File: src/rtl/logic_unit_pipe.sv
`default_nettype none
// ============================================================================
// Module   : logic_unit_pipe
// Brief    : Two-stage valid/ready pipelined bitwise logic unit with a
//            completed-transaction counter. Optional zero/parity flags are
//            enabled by defining LU_FLAGS_EN.
// Revision : 1.0 - initial release
// ============================================================================
module logic_unit_pipe #(
    parameter int WIDTH = 8,
    parameter int CNT_W = 16
) (
    input  logic             clk,
    input  logic             rst,
    input  logic [WIDTH-1:0] a,
    input  logic [WIDTH-1:0] b,
    input  logic [2:0]       op,
    input  logic             in_valid,
    output logic             in_ready,
    output logic [WIDTH-1:0] y,
    output logic             out_valid,
    input  logic             out_ready,
`ifdef LU_FLAGS_EN
    output logic             zero,
    output logic             parity,
`endif
    output logic [CNT_W-1:0] tx_cnt
);

    localparam logic [2:0] c_OP_AND  = 3'b000;
    localparam logic [2:0] c_OP_NAND = 3'b001;
    localparam logic [2:0] c_OP_NOR  = 3'b010;
    localparam logic [2:0] c_OP_XOR  = 3'b011;
    localparam logic [2:0] c_OP_XNOR = 3'b100;
    localparam logic [2:0] c_OP_NOT  = 3'b101;
    localparam logic [2:0] c_OP_OR   = 3'b110;

    logic [WIDTH-1:0] r_s1_a;
    logic [WIDTH-1:0] r_s1_b;
    logic [2:0]       r_s1_op;
    logic             r_s1_v;
    logic [WIDTH-1:0] r_y;
    logic             r_s2_v;
    logic [CNT_W-1:0] r_cnt;

    logic             w_s2_adv;
    logic             w_s1_adv;
    logic [WIDTH-1:0] w_res;

    // A stage may advance when it is empty or when its successor advances.
    assign w_s2_adv = !r_s2_v | out_ready;
    assign w_s1_adv = !r_s1_v | w_s2_adv;

    always_comb begin
        w_res = r_s1_a;
        case (r_s1_op)
            c_OP_AND:  w_res = r_s1_a & r_s1_b;
            c_OP_NAND: w_res = ~(r_s1_a & r_s1_b);
            c_OP_NOR:  w_res = ~(r_s1_a | r_s1_b);
            c_OP_XOR:  w_res = r_s1_a ^ r_s1_b;
            c_OP_XNOR: w_res = ~(r_s1_a ^ r_s1_b);
            c_OP_NOT:  w_res = ~r_s1_a;
            c_OP_OR:   w_res = r_s1_a | r_s1_b;
            default:   w_res = r_s1_a;
        endcase
    end

    always_ff @(posedge clk) begin
        if (rst) begin
            r_s1_a  <= '0;
            r_s1_b  <= '0;
            r_s1_op <= '0;
            r_s1_v  <= 1'b0;
            r_y     <= '0;
            r_s2_v  <= 1'b0;
            r_cnt   <= '0;
        end else begin
            if (w_s1_adv) begin
                r_s1_v <= in_valid;
                if (in_valid) begin
                    r_s1_a  <= a;
                    r_s1_b  <= b;
                    r_s1_op <= op;
                end
            end
            if (w_s2_adv) begin
                r_s2_v <= r_s1_v;
                if (r_s1_v) begin
                    r_y <= w_res;
                end
            end
            if (r_s2_v && out_ready) begin
                r_cnt <= r_cnt + CNT_W'(1);
            end
        end
    end

`ifdef LU_FLAGS_EN
    logic r_zero;
    logic r_parity;

    // Flags travel with y so they share its latency and stall behaviour.
    always_ff @(posedge clk) begin
        if (rst) begin
            r_zero   <= 1'b1;
            r_parity <= 1'b0;
        end else if (w_s2_adv && r_s1_v) begin
            r_zero   <= (w_res == '0);
            r_parity <= ^w_res;
        end
    end

    assign zero   = r_zero;
    assign parity = r_parity;
`endif

    assign in_ready  = w_s1_adv;
    assign y         = r_y;
    assign out_valid = r_s2_v;
    assign tx_cnt    = r_cnt;

endmodule
`default_nettype wire
File: config.mk
export PLATFORM = sky130hd
export DESIGN_NAME = logic_unit_pipe
export DESIGN_NICKNAME = d
export VERILOG_FILES = /design/src/rtl/logic_unit_pipe.sv
export SDC_FILE = /design/constraint.sdc
export NUM_CORES = 1
export LEC_CHECK = 0
export BUFFER_PORTS_ARGS = -buffer_cell sky130_fd_sc_hd__buf_2
export CORE_MARGIN = 3
export CORE_UTILIZATION = 45
export CTS_BUF_LIST = sky130_fd_sc_hd__clkbuf_16
export DETAILED_ROUTE_END_ITERATION = 8
export PLACE_DENSITY_LB_ADDON = 0.2
export SYNTH_ARGS = -nofsm -noshare
export SYNTH_HDL_FRONTEND = slang
export SYNTH_SLANG_ARGS = --single-unit
File: constraint.sdc
create_clock -name clk -period 2.9 [get_ports clk]
set_input_delay 0.29 -clock clk [delete_from_list [all_inputs] [get_ports clk]]
set_output_delay 0.29 -clock clk [all_outputs]
set_load 0.005 [all_outputs]
# After elaboration in Yosys (flattened, before gate mapping)
# Index checks and enable logic that the tools add are counted.
# classes
eq_ne,6
n_bitwise,9
n_mux,1
add_sub_neg,1
reduce_logical,6
# op_table
op,n
8-bit one-hot mux with 7 select lines,1
8-bit inverter,4
"16-bit by 1-bit adder with 16-bit output, second input constant",1
"3-bit == test, second input constant",3
8-bit bitwise AND,1
8-bit bitwise OR,1
8-bit XOR,1
"3-bit by 2-bit == test with 1-bit output, second input constant",2
2-bit AND reduction,2
"3-bit by 1-bit == test with 1-bit output, second input constant",1
3-bit logical NOT,1
1-bit logical NOT,2
1-bit bitwise OR,2
1-bit logical AND,1
# totals
word_cells,30
output_inout_bits,26
in_bits,23
reg_bits,45

# Logic depth before layout (Yosys ltp)
# Gate-level depths: netlist of run 1.
# logic_depth
depth_word,4
mapped_depth,6
depth_no_buf,6

# Worst setup path after synthesis of run 1
# No wires, ideal clock.
# synth_timing
path_type,register to register
startpoint,"reg r_cnt[0], in the netlist tx_cnt[0]"
endpoint,"reg r_cnt[14], in the netlist tx_cnt[14]"
t_arrival_ns,1.391
n_path_buf,0
setup_time_ns,0.070
path_slack_ns,1.439
t_required_ns,2.830
period_less_slack_ns,1.461
path_stages_with_launch,5
path_cell_list,dfxtp_1 -> ha_1 -> nand3_1 -> or4_1 -> a21oi_1
# synth_via
elab_chain_cells,1
# synth_rtl
element,line,text
"start, declared",44,logic [CNT_W-1:0] r_cnt;
"start signal, assigned",93,r_cnt <= r_cnt + CNT_W'(1);
16-bit by 1-bit adder with 16-bit output,93,
# Every way passes these cells.
# A chain may end at the register's enable or synchronous reset.

# Final worst setup path of run 1
# layout_timing
startpoint,reg r_s1_op[2]
endpoint,"reg r_y[5], in the netlist y[5]"
# layout_via
elab_chain_cells,2
word_cells_on_any_way,8
classes_between,eq/ne: 6; mux: 1; reduce/logical: 1
# layout_rtl
element,line,text
"start, declared",40,logic [2:0] r_s1_op;
"start signal, assigned",83,r_s1_op <= op;
"3-bit == test, or another cell as far along",56,case (r_s1_op)
8-bit one-hot mux with 7 select lines (*),56,
"end signal, assigned",89,r_y <= w_res;
"end, declared",42,logic [WIDTH-1:0] r_y;
# Mark *: on every way between the ends. The rest lies on a longest branch, timed or not.

==> results.txt, run 1 <==
- Once the clock tree was built, the setup fixing pass inserted 0 buffers.
* Setup Crit Path Kind: flip-flop to flip-flop
- Buffers inserted to repair hold after CTS numbered 0.
- Final total power: 0.00149 W
- Excluding fillers, the count of instances in the completed layout stands at 417.
* Vias per Instance: 5.14
* Hold path cells: 3
* Share of total power in the clock network: 43.2%
- Instance count of the mapped netlist: 306
- EDFF count, synth: 0
- Of the synthesized area, sequential elements account for 36.3%.
* Crit Path Max Fanout: 20
- TritonCTS built the clock tree.
* Wire length of the first global-routing pass: 9000 µm
* Status: complete, no violations
* Clock skew after layout: 0.00416 ns
* P_sw: 0.000354 W
- 49 I/O pins were placed.
- Entering global routing, the biggest net connects 40 pins.
* Clock Pin Slew Worst Setup and Hold Paths: 0.06 ns
* Post-synth top area cell: sky130_fd_sc_hd__dfxtp_1
- For this run, design rule violations remaining after detail routing come to 0.
- The routed layout has 2145 vias.
- Core area: 5240 µm²
- On the critical path the largest part of the delay comes from flip-flops.
* # H-tree levels: 2
* Time the worst path needs with I/O delays and setup: 1.74 ns
* Area share of the largest cell type after synthesis: 36.3%
- The critical path crosses 4 cells after its start point.
- WP data required: 3.09 ns
* Setup TNS after final layout: 0 ns
- The net count of the finished layout is 386.
- At the pin with the least slew margin, the transition time is 0.714 ns.
* Starting Density: 47.4%
- Number of maximum-capacitance constraint violations: 0
* Global placer's final weighted congestion: 0.763
- Leak Pwr: 1.24 nW
- The largest single stage delay on the critical path is 0.72 ns.
* Arrival time at the worst endpoint: 1.93 ns
- In the post-synthesis netlist, the biggest area contributors are sky130_fd_sc_hd__dfxtp_1, sky130_fd_sc_hd__nand2_1, sky130_fd_sc_hd__ha_1, sky130_fd_sc_hd__a21oi_1, sky130_fd_sc_hd__xnor2_1.
- Category of the worst setup path capture point: flip-flop
- At the end of the flow the core is filled with cells to 55.4%.
- Setup repair after global routing left no endpoint under its margin.
* Final Setup Violations: 0
* Syn_area_per_cell: 8.12 µm²
- Counting flops and latches in the post-synthesis netlist gives 45.
- Count of cell types in the netlist: 37
- In the synthesized netlist the dominant register cell turns out to be sky130_fd_sc_hd__dfxtp_1.
- Timing would allow up to 575 MHz.
- Clk Tree Root Cell: sky130_fd_sc_hd__clkbuf_16
- The number of hold violations in the final report came to 0.
- Antenna Diode Count: 0
- Post-route fraction of the period consumed by the critical path: 60.0%
- Layout cells sized above 1: 20.2%
- Relative slew margins: 52.4%
- Wire per inst: 12.6 µm
* Worst path cell trace: nand2b_1 -> o22ai_1 -> a31oi_1 -> o31ai_1
* Critical path startpoint category: flip-flop
- Syn-to-layout area delta: 16.8%
* Internal power contribution: 0.00113 W
- Clock tree synthesis found a total of 45 sinks.
- Hold WS: 0.239 ns
- Global routing used 17.4% of the available tracks across all layers.
* Total overflow reported by the global router: 0
* Summed instance area of the synthesized netlist: 2480 µm²
- The min-delay analysis places its worst path in the category primary input to flip-flop.
* Worst ir drop on vdd: 0.309 mV
* Areal power density over the cells: 513 nW/µm²
* Number of port buffers: 48
* Part of the power in registers: 44.8%
- Site row count: 26
* Clock Latency Late Sink: 0.28 ns
* Worst path buffer plus inverter count: 0
- X dimension of the die: 80.3 µm
- The commonest cells after synthesis are sky130_fd_sc_hd__nand2_1, sky130_fd_sc_hd__dfxtp_1, sky130_fd_sc_hd__a21oi_1, sky130_fd_sc_hd__inv_1, sky130_fd_sc_hd__nor2_1.
- The max-slew violation count came to 0.
- The Yosys step of the flow raised 0 warnings.
- DP Cell Count: 409
- Buffers inserted during clock tree synthesis total 5.
- Sum of routed wire length over all layers: 5270 µm
- The floorplan step defined a die boundary enclosing 6450 µm².
* Post-CTS sizing: 0
- Via count of the first global-routing pass: 2039
* Number of routed nets with antenna violations: 0
- Per report_power, the combinational group accounts for 11.9% of the total.
- Vertical extent of the die: 80.3 µm
- The number of nets handed over by synthesis was 346.
* Post-detail-place hpwl: 3670 µm
- Number of violations reported at the end of detailed-routing iteration 0: 97
- Max stage delay cell, worst path: sky130_fd_sc_hd__dfxtp_1
- The clock passes through at most 2 buffers.
- Net Sw Frac: 23.8%
- The initial antenna violation count was 0.
- Measured in cells, the most critical reg-to-reg path has a length of 4.
- Share of synthesized flip-flops with an asynchronous set or reset: 0%
* Iteration count of the initial detailed-routing pass: 4
- By instance count, the leading cell after synthesis is sky130_fd_sc_hd__nand2_1.
[stage by stage]
stage | setup slack (ns) | cell area (µm²)
final | 1.16 | 2900
after global routing | 0.945 | 2900
after CTS | 1.12 | 2900
after detailed placement | 1.18 | 2730
after global placement | 1.27 | 2730
after floorplan | 1.44 | 2480
[state kept, by name (all words and copies together) (netlist names)]
name and cells:
r_s1_op 3, y 8, out_valid 1, r_s1_b 8, r_s1_a 8, r_s1_v 1
tx_cnt 16
[final cells by class]
class                      instances  area, µm²
clock buffer                       5        125
clock inverter                     3       46.3
fill                             491       2340
inverter                          18       67.6
multi-input combinational        227       1430
sequential                        45        901
tap                               70       87.6
timing repair buffer              49        248
[worst register-to-register path: stages, from the launching register on]
cell and delay, ns:
sky130_fd_sc_hd__dfxtp_1 0.72, sky130_fd_sc_hd__nand2b_1 0.35, sky130_fd_sc_hd__o22ai_1 0.24, sky130_fd_sc_hd__a31oi_1 0.06, sky130_fd_sc_hd__o31ai_1 0.27
[cell families (layout without fill, tap and decap cells)]
logic type	after synthesis	after routing	share of synthesized area, %
flops	45	45	36.3
fa+ha+maj	17	17	8.56
mux	8	8	3.63
compound gates	65	65	16.0
buf+inv	34	75	6.35
xor+xnor	18	18	6.35
simple gates	119	119	22.8
[placed cells by master, fill, tap and decap left out, types with 2 or more instances in the layout]
cell,n
sky130_fd_sc_hd__and2_1,2
sky130_fd_sc_hd__nand4_1,4
sky130_fd_sc_hd__o31ai_1,9
sky130_fd_sc_hd__nor2_1,18
sky130_fd_sc_hd__inv_1,18
sky130_fd_sc_hd__nand2_1,62
sky130_fd_sc_hd__or3_1,3
sky130_fd_sc_hd__a211o_1,8
sky130_fd_sc_hd__and4_1,2
sky130_fd_sc_hd__ha_1,17
sky130_fd_sc_hd__a31oi_1,8
sky130_fd_sc_hd__nand3b_1,2
sky130_fd_sc_hd__clkbuf_16,5
sky130_fd_sc_hd__o22ai_1,8
sky130_fd_sc_hd__nand3_1,7
sky130_fd_sc_hd__nor2b_1,7
sky130_fd_sc_hd__mux2_2,8
sky130_fd_sc_hd__xor2_1,7
sky130_fd_sc_hd__dfxtp_1,45
sky130_fd_sc_hd__xnor2_1,11
sky130_fd_sc_hd__buf_2,48
sky130_fd_sc_hd__nor3_1,2
sky130_fd_sc_hd__o21ai_0,4
sky130_fd_sc_hd__a21oi_1,28
[routing by layer]
metal  vias up  GRT usage [%]  routed length [µm]
li1       1125              -                   -
met5         -              0                   0
met2        37           30.0                2530
met1       977           21.1                2490
met3         6           3.70                 195
met4         0           6.76                  49
[worst paths after layout]
path                   start        end  slack [ns]
setup / recovery  r_s1_op[2]       y[5]        1.16
hold reg to reg         y[0]       y[0]        0.45
setup reg to reg  r_s1_op[2]       y[5]        1.16
hold / removal          a[4]  r_s1_a[4]        0.24
[power by group through the flow]
stage          registers, W  clock network [W]  logic, W
2_1_floorplan      0.000672                  0  0.000142
3_3_place_gp       0.000680                  0  0.000176
3_5_place_dp       0.000681                  0  0.000178
4_1_cts            0.000667           0.000659  0.000180
5_1_grt            0.000670           0.000679  0.000204
6_report           0.000667           0.000643  0.000178
Note: power is estimated with default switching activity, not from simulation.
==> run 2: changes to the inputs <==
Settings changed: ABC_AREA set to 1.
Clock period 2.9 ns to 1.5 ns, I/O delays scaled along.
==> run 2 against run 1 <==
Against the previous run: worst setup slack got worse by 1.0 ns; design area rose by 16%; sequential share of layout area fell by 4.1 points; die area rose by 11%; combinational power rose to 3.0 times the previous value; critical path depth rose by 4; clock skew fell by 0.0011 ns; clock power rose by 93%; via count rose by 29%; critical path type unchanged; largest power group unchanged.
==> results.txt, run 2 <==
- The flow ran to the end, and the final reports show no timing, DRC or antenna violations.
- Setup repair after global routing left no endpoint under its margin.
* Total number of cells along the worst setup path: 8
- Worst r2r path cells: 8
- The number of clock buffers added by TritonCTS is 5.
* Share of total power in the clock network: 40.5%
* Most common cell after layout, fill and taps aside: sky130_fd_sc_hd__nand2_1
* Transition time of the tightest slew-check pin: 0.300 ns
- Routability-driven placement finished with a final weighted congestion of 0.827.
- Summing internal, switching and leakage power gives 0.00306 W.
- Using the TritonRoute via totals, the vias-per-cell ratio works out to 5.28.
* Clk Tree Root Cell: sky130_fd_sc_hd__clkbuf_16
- In this run, post-CTS hold repair placed 0 buffers.
* Adder and majority cell fraction of the synthesized area: 7.63%
- Post-Synth XOR/XNOR Area: 0%
* Count of vias placed by the detailed router: 2770
- For this run, the detailed router's first-pass iteration total came to 4.
- Summing the areas of all and, or, nand and nor instances in the mapped netlist gives 32.9% of the synthesized area.
* Number of port buffers: 48
* Number of violations reported at the end of detailed-routing iteration 0: 167
- Antenna violations before repair: 0
- Detailed placement ended at an HPWL of 4990 µm.
* Clock skew after layout: 0.00304 ns
- Most used standard cells in the synthesized netlist: sky130_fd_sc_hd__nand2_1, sky130_fd_sc_hd__dfxtp_1, sky130_fd_sc_hd__nor2_1, sky130_fd_sc_hd__a21oi_1, sky130_fd_sc_hd__inv_1
- The area growth from synthesis to layout is 20.4%.
* DRC violation count after routing: 0
* Sum of routed wire length over all layers: 7110 µm
* Total overflow reported by the global router: 0
- Core area: 5960 µm²
- In the layout the commonest cells are sky130_fd_sc_hd__nand2_1, sky130_fd_sc_hd__buf_2, sky130_fd_sc_hd__dfxtp_1.
- By area, the combinational part of the netlist is dominated by simple AND/OR/NAND/NOR gates.
- The detail route stage leaves a number of antenna-violating nets equal to 0.
* Leak Pwr: 1.51 nW
* Post-synth net total: 436
* Proportion of synthesized area in mux cells: 0%
- The number of antenna diodes in the final layout is 0.
- Once the floorplan was initialized, standard cells occupied 46.8% of the core.
- After synthesis, the netlist uses 28 different library cells.
- Category of the worst setup path capture point: flip-flop
- Vertical extent of the die: 84.7 µm
* Non-Filler Instances: 525
- Along the worst hold path, the cell count comes to 3.
- Global Route Usage Sum: 21.1%
* Critical path startpoint category: flip-flop
- After technology mapping, the gate count stands at 396.
- Sequential cells burn 42.2% of the power.
- Largest cells by area after synthesis: sky130_fd_sc_hd__dfxtp_1, sky130_fd_sc_hd__nand2_1, sky130_fd_sc_hd__ha_1, sky130_fd_sc_hd__a21oi_1, sky130_fd_sc_hd__nor2_1
- Setup TNS after final layout: 0 ns
* Number of maximum-capacitance constraint violations: 0
* Final number of hold-violating endpoints: 0
- Derived from the worst setup path, the maximum achievable clock frequency is 744 MHz.
- Internal power contribution: 0.00225 W
- For this run, the slowest stage of the critical path takes 0.36 ns.
* Max stage delay cell, worst path: sky130_fd_sc_hd__dfxtp_2
- During synthesis, Yosys emitted a total of 0 warnings.
- The worst setup path is of the flip-flop to flip-flop kind.
- Seq/Total Area, Yosys: 32.3%
* EDFF count, synth: 0
* Worst ir drop on vdd: 0.621 mV
- # H-tree levels: 2
- Clock latency on the worst-skew pair, taken at its later pin, is 0.29 ns.
- Worst hold path class: primary input to flip-flop
- Yosys instantiated no cell more often than sky130_fd_sc_hd__nand2_1.
* Primary flip-flop cell chosen by synthesis mapping: sky130_fd_sc_hd__dfxtp_1
- After floorplanning, the core was divided into 28 placement rows.
* Sink Count: 45
- Setup violations remaining at the end of the flow were counted as 0.
- In this run the horizontal extent of the chip is 84.7 µm.
- Grouping stages by cell kind, the critical path spends the most delay in flip-flops.
* Via count of the first global-routing pass: 2618
* TritonCTS clock tree: built
* Post-synth top area cell: sky130_fd_sc_hd__dfxtp_1
- For the worst setup path, the data arrival time is 1.57 ns.
* Area fraction in compound gates after synthesis: 16.8%
- Subtracting the final worst setup slack from the clock period gives 1.34 ns.
- For this run, asynchronously set or reset flops after synthesis account for 0%.
- Dividing the final minimum period by the clock period gives 89.6%.
- In the final layout, the share of cells above drive strength 1 is 23.1%.
* Wire per inst: 13.5 µm
* Relative slew margins: 80.0%
- Clock tree buffer depth: 2
* Number of flip-flops in the largest register: 16
* Area share of the largest cell type after synthesis: 32.3%
* P_sw: 0.000813 W
- Of all nets on the critical path, the largest fanout is 9.
* Areal power density over the cells: 912 nW/µm²
* Most prevalent standard cell on the critical path: sky130_fd_sc_hd__nand2_1
* Wire length of the first global-routing pass: 12300 µm
- After filler insertion, the fill cell instance count of the layout stands at 594.
* Final net count: 489
- The number of buffers and inverters on the critical path is 2.
- Each instance of the synthesized netlist takes up on average 7.04 µm².
- Of the total power, the share spent switching nets is 26.6%.
- Largest net degree at the start of global routing: 39
- After clock tree synthesis, the clock-pin slew on the worst setup and hold paths is 0.06 ns.
* Worst path cell trace: inv_1 -> buf_12 -> nand3_4 -> o21ai_0 -> nor2_1 -> nand2_1 -> nand2_1 -> a21oi_2
- Per report_power, the combinational group accounts for 17.3% of the total.
* Summed instance area of the synthesized netlist: 2790 µm²
- During I/O placement, the number of pins put on the boundary was 49.
- After detailed placement, the design holds a cell count of 516.
- Die Outline Area: 7180 µm²
- For the worst setup path, the data required time is 1.73 ns.
- Number of pins exceeding their max-slew limit in the final report: 0
- Counting flops and latches in the post-synthesis netlist gives 45.
[run 2: worst reg2reg max path, stage by stage (launching register included)]
cell,delay (ns)
sky130_fd_sc_hd__dfxtp_2,0.36
sky130_fd_sc_hd__inv_1,0.18
sky130_fd_sc_hd__buf_12,0.16
sky130_fd_sc_hd__nand3_4,0.10
sky130_fd_sc_hd__o21ai_0,0.16
sky130_fd_sc_hd__nor2_1,0.06
sky130_fd_sc_hd__nand2_1,0.07
sky130_fd_sc_hd__nand2_1,0.07
sky130_fd_sc_hd__a21oi_2,0.12
[run 2: power groups by stage]
stage               logic (W)  clock network [W]  registers (W)
detailed placement   0.000509                  0        0.00132
finish               0.000530            0.00124        0.00129
global route         0.000599            0.00130        0.00130
floorplan            0.000361                  0        0.00131
global placement     0.000503                  0        0.00131
CTS                  0.000513            0.00128        0.00129
[run 2: timing repair]
| item | CTS | global route |
|---|---|---|
| buffers inserted | 0 | 1 |
| setup endpoints to repair | 0 | 12 |
| hold endpoints to repair | 0 | 0 |
| gates resized for setup | 0 | 7 |
[run 2: layer usage]
metal	vias to the layer above	share of wire, %	GRT usage [%]
li1	1426	-	-
met1	1253	47	29.2
met2	83	45	32.6
met3	8	6.1	4.12
met4	0	1.2	7.77
met5	-	0	0
[run 2: logic make-up after synthesis]
| logic type | count (synthesis) |
|---|---|
| AO/OA/AOI/OAI | 86 |
| adder cells (fa/ha/maj) | 17 |
| buffers and inverters | 59 |
| flip-flops | 45 |
| AND/OR/NAND/NOR | 189 |
[run 2: final timing paths]
path	from	endpoint	slack, ns
max	r_s1_op[0]	y[4]	0.16
min reg2reg	tx_cnt[5]	tx_cnt[5]	0.47
min	op[1]	r_s1_op[1]	0.1
max reg2reg	r_s1_op[0]	y[4]	0.16
[run 2: area by class of cell]
| type | count | area (µm²) | share of cell area, % |
|---|---|---|---|
| inverter | 39 | 150 | 4.47 |
| clock buffer | 5 | 125 | 3.73 |
| sequential | 45 | 905 | 26.9 |
| multi-input combinational | 292 | 1610 | 47.9 |
| tap | 75 | 93.8 | 2.80 |
| timing repair buffer | 66 | 438 | 13.0 |
| clock inverter | 3 | 37.5 | 1.12 |
[run 2: stage by stage]
| stage | hold WS, ns | worst slack (ns) | util, % | area (µm²) |
|---|---|---|---|---|
| 6_report | 0.0969 | 0.156 | 56.4 | 3360 |
| 5_1_grt | 0.123 | 0.0195 | 56.4 | 3360 |
| 4_1_cts | 0.0983 | 0.0676 | 55.8 | 3320 |
| 3_5_place_dp | 0.398 | 0.107 | 53.1 | 3160 |
| 3_3_place_gp | 0.388 | 0.127 | 53.1 | 3160 |
| 2_1_floorplan | 0.212 | 0.201 | - | 2790 |
==> run 3: changes to the inputs <==
Settings changed: HOLD_SLACK_MARGIN set to 0.03, RECOVER_POWER set to 100.
Clock period 1.5 ns to 1.4 ns, I/O delays scaled along.
==> run 3 against run 2 <==
Against the previous run: core utilization up 3.8 points; first-iteration DRC count rose by 6.6%; fmax rose by 2.4%; final cell count is 4.0% higher; critical path depth up 1; non-clock buffer count grew 21; sequential share of layout area fell by 1.5 points; worst hold slack got worse by 0.019 ns; global-route usage shrank 0.11 points; clock-buffer cell count is the same; critical path type unchanged.
==> results.txt, run 3 (same netlist as run 2, synthesis figures left out) <==
- Post-detail-place hpwl: 5080 µm
* Worst ir drop on vdd: 0.606 mV
- The max-slew violation count came to 0.
* TritonCTS clock tree: built
- Among all stages on the critical path, the largest delay is contributed by sky130_fd_sc_hd__dfxtp_4.
* Wire per inst: 13.7 µm
- On the final layout, the worst clock skew is 0.00533 ns.
- Delay contributed by the slowest stage of the critical path: 0.36 ns
* Final Setup Violations: 0
- Number of port buffers: 48
- Setup TNS after final layout: 0 ns
* Clock Pin Slew Worst Setup and Hold Paths: 0.07 ns
- Per report_power, the combinational group accounts for 20.3% of the total.
* Final number of hold-violating endpoints: 0
* Post-route fraction of the period consumed by the critical path: 93.8%
- Unrepaired setup endpoints after global routing: yes
* Time the worst path needs with I/O delays and setup: 1.31 ns
- Vias per Instance: 5.25
* Leak Pwr: 1.60 nW
- The library cell used most frequently in the layout, excluding fill and tap cells, is sky130_fd_sc_hd__nand2_1.
* Core area: 5960 µm²
- The register with the most flip-flops in the layout has 16 of them.
- Wire length of the first global-routing pass: 12400 µm
* Setup Crit Path Kind: flip-flop to flip-flop
* Sink Count: 45
- Vertical extent of the die: 84.7 µm
- Global Route Usage Sum: 21.0%
* Part of the power in registers: 42.8%
- Buffers inserted during clock tree synthesis total 5.
- Max-cap violations in this run came to 0.
* Share of total power in the clock network: 36.9%
- Starting Density: 46.8%
- Internal power contribution: 0.00230 W
- Highest clock rate: 762 MHz
* Count of vias placed by the detailed router: 2865
* Non-Filler Instances: 546
* Layout cells sized above 1: 29.3%
- Sum of routed wire length over all layers: 7480 µm
- Net Sw Frac: 28.8%
* Antenna Diode Count: 0
- Ports: 49
- The library cells used most frequently in the layout, excluding fill and tap cells, are sky130_fd_sc_hd__nand2_1, sky130_fd_sc_hd__buf_2, sky130_fd_sc_hd__a21oi_1, sky130_fd_sc_hd__dfxtp_1, sky130_fd_sc_hd__nor2_1.
- Crit Path Max Fanout: 8
- Final net count: 510
* Worst hold start: op[1]
- Transition time of the tightest slew-check pin: 0.307 ns
- Setup Slack @ Placement: 0.0431 ns
* # H-tree levels: 2
- Number of routed nets with antenna violations: 0
* Most prevalent standard cell on the critical path: sky130_fd_sc_hd__nand2_1
- For this design the ratio of total power to cell area is 903 nW/µm².
- The initial antenna violation count was 0.
* Die Outline Area: 7180 µm²
- Clock Latency Late Sink: 0.29 ns
- P_sw: 0.000930 W
* Clock tree buffer depth: 2
- In this run the tightest slew margin relative to its limit is 79.5%.
- STA classifies the critical path startpoint as a flip-flop.
- The congestion estimate from routability-driven global placement came to 0.850.
- Site row count: 28
* Status: complete, no violations
- Data arrives at the worst endpoint at 1.54 ns.
- After detailed placement, the design holds a cell count of 526.
- In this run the critical register-to-register path is launched from r_s1_op[1].
* Category of the worst setup path capture point: flip-flop
- DRC violation count after routing: 0
- Traced cell by cell, the critical path runs through buf_12 -> nor2_4 -> clkbuf_16 -> nand3_1 -> o21ai_0 -> nor2_1 -> nand2_1 -> nand2_1 -> a21oi_2.
- Syn-to-layout area delta: 28.4%
- Number of violations reported at the end of detailed-routing iteration 0: 178
* Via count of the first global-routing pass: 2680
- Hold WS: 0.0779 ns
- Slack of the critical path: 0.0874 ns
* Largest net degree at the start of global routing: 34
- For this run the aggregate overflow at the end of global routing stands at 0.
- In this run the worst hold path is classified as primary input to flip-flop.
- In this run the worst setup path begins at r_s1_op[1].
- The floorplan step set the die width to 84.7 µm.
- The root buffer cell chosen for the clock tree is sky130_fd_sc_hd__clkbuf_16.
- The first detailed-routing pass took 4 iterations.
- WP data required: 1.63 ns
run 3: changes by cell type in the layout (fill, tap and decap cells not counted), sizes merged:
cell,before,now
buf,66,83
clkinv,2,1
clkbuf,5,9
inv,39,38
clkinvlp,0,3
bufinv,1,0
run 3: power by group through the flow:
stage,sequential [W],combinational [W],clock [W]
final,0.00138,0.000657,0.00119
after global routing,0.00139,0.000735,0.00125
after CTS,0.00138,0.000579,0.00122
after detailed placement,0.00141,0.000577,0
after global placement,0.00141,0.000573,0
after floorplan,0.00140,0.000387,0
run 3: worst paths after layout:
| kind | endpoint | slack [ns] | depth (start not counted) |
|---|---|---|---|
| worst min-delay path | r_s1_op[1] | 0.08 | 3 |
| worst max-delay path | y[7] | 0.09 | 9 |
| worst min register to register | y[0] | 0.47 | 2 |
| worst max register to register | y[7] | 0.09 | 9 |
run 3: timing repair:
action / in CTS / in global routing
buffers inserted: 0 / 9
endpoints found under the hold margin: 0 / 0
setup endpoints to repair: 0 / 24
gates resized for setup: 0 / 26
hold buffers: 0 / 0
run 3: worst max-delay path: cells and delay by family, from the launching register on:
kind | cells | cell delay [ns]
compound gates | 2 | 0.20
buf+inv | 2 | 0.31
flops | 1 | 0.36
simple gates | 5 | 0.38
run 3: layout make-up:
class	instances	area, µm²
fill	572	2370
multi-input combinational	292	1630
sequential	45	912
timing repair buffer	87	646
inverter	39	150
clock buffer	5	125
tap	75	93.8
clock inverter	3	22.5
run 3: routing by layer:
layer	share of wire (%)	wire, µm	track usage (%)
met1	47	3500	28.6
met2	46	3430	33.2
met3	5.7	428	5.10
met4	1.6	123	5.76
met5	0	0	0
run 3: through the flow:
step / instance area, µm² / power (W) / util, %
floorplan: 2790 / 0.00179 / -
global placement: 3240 / 0.00198 / 54.3
detailed placement: 3240 / 0.00198 / 54.3
CTS: 3380 / 0.00318 / 56.8
global route: 3580 / 0.00338 / 60.1
finish: 3580 / 0.00324 / 60.1
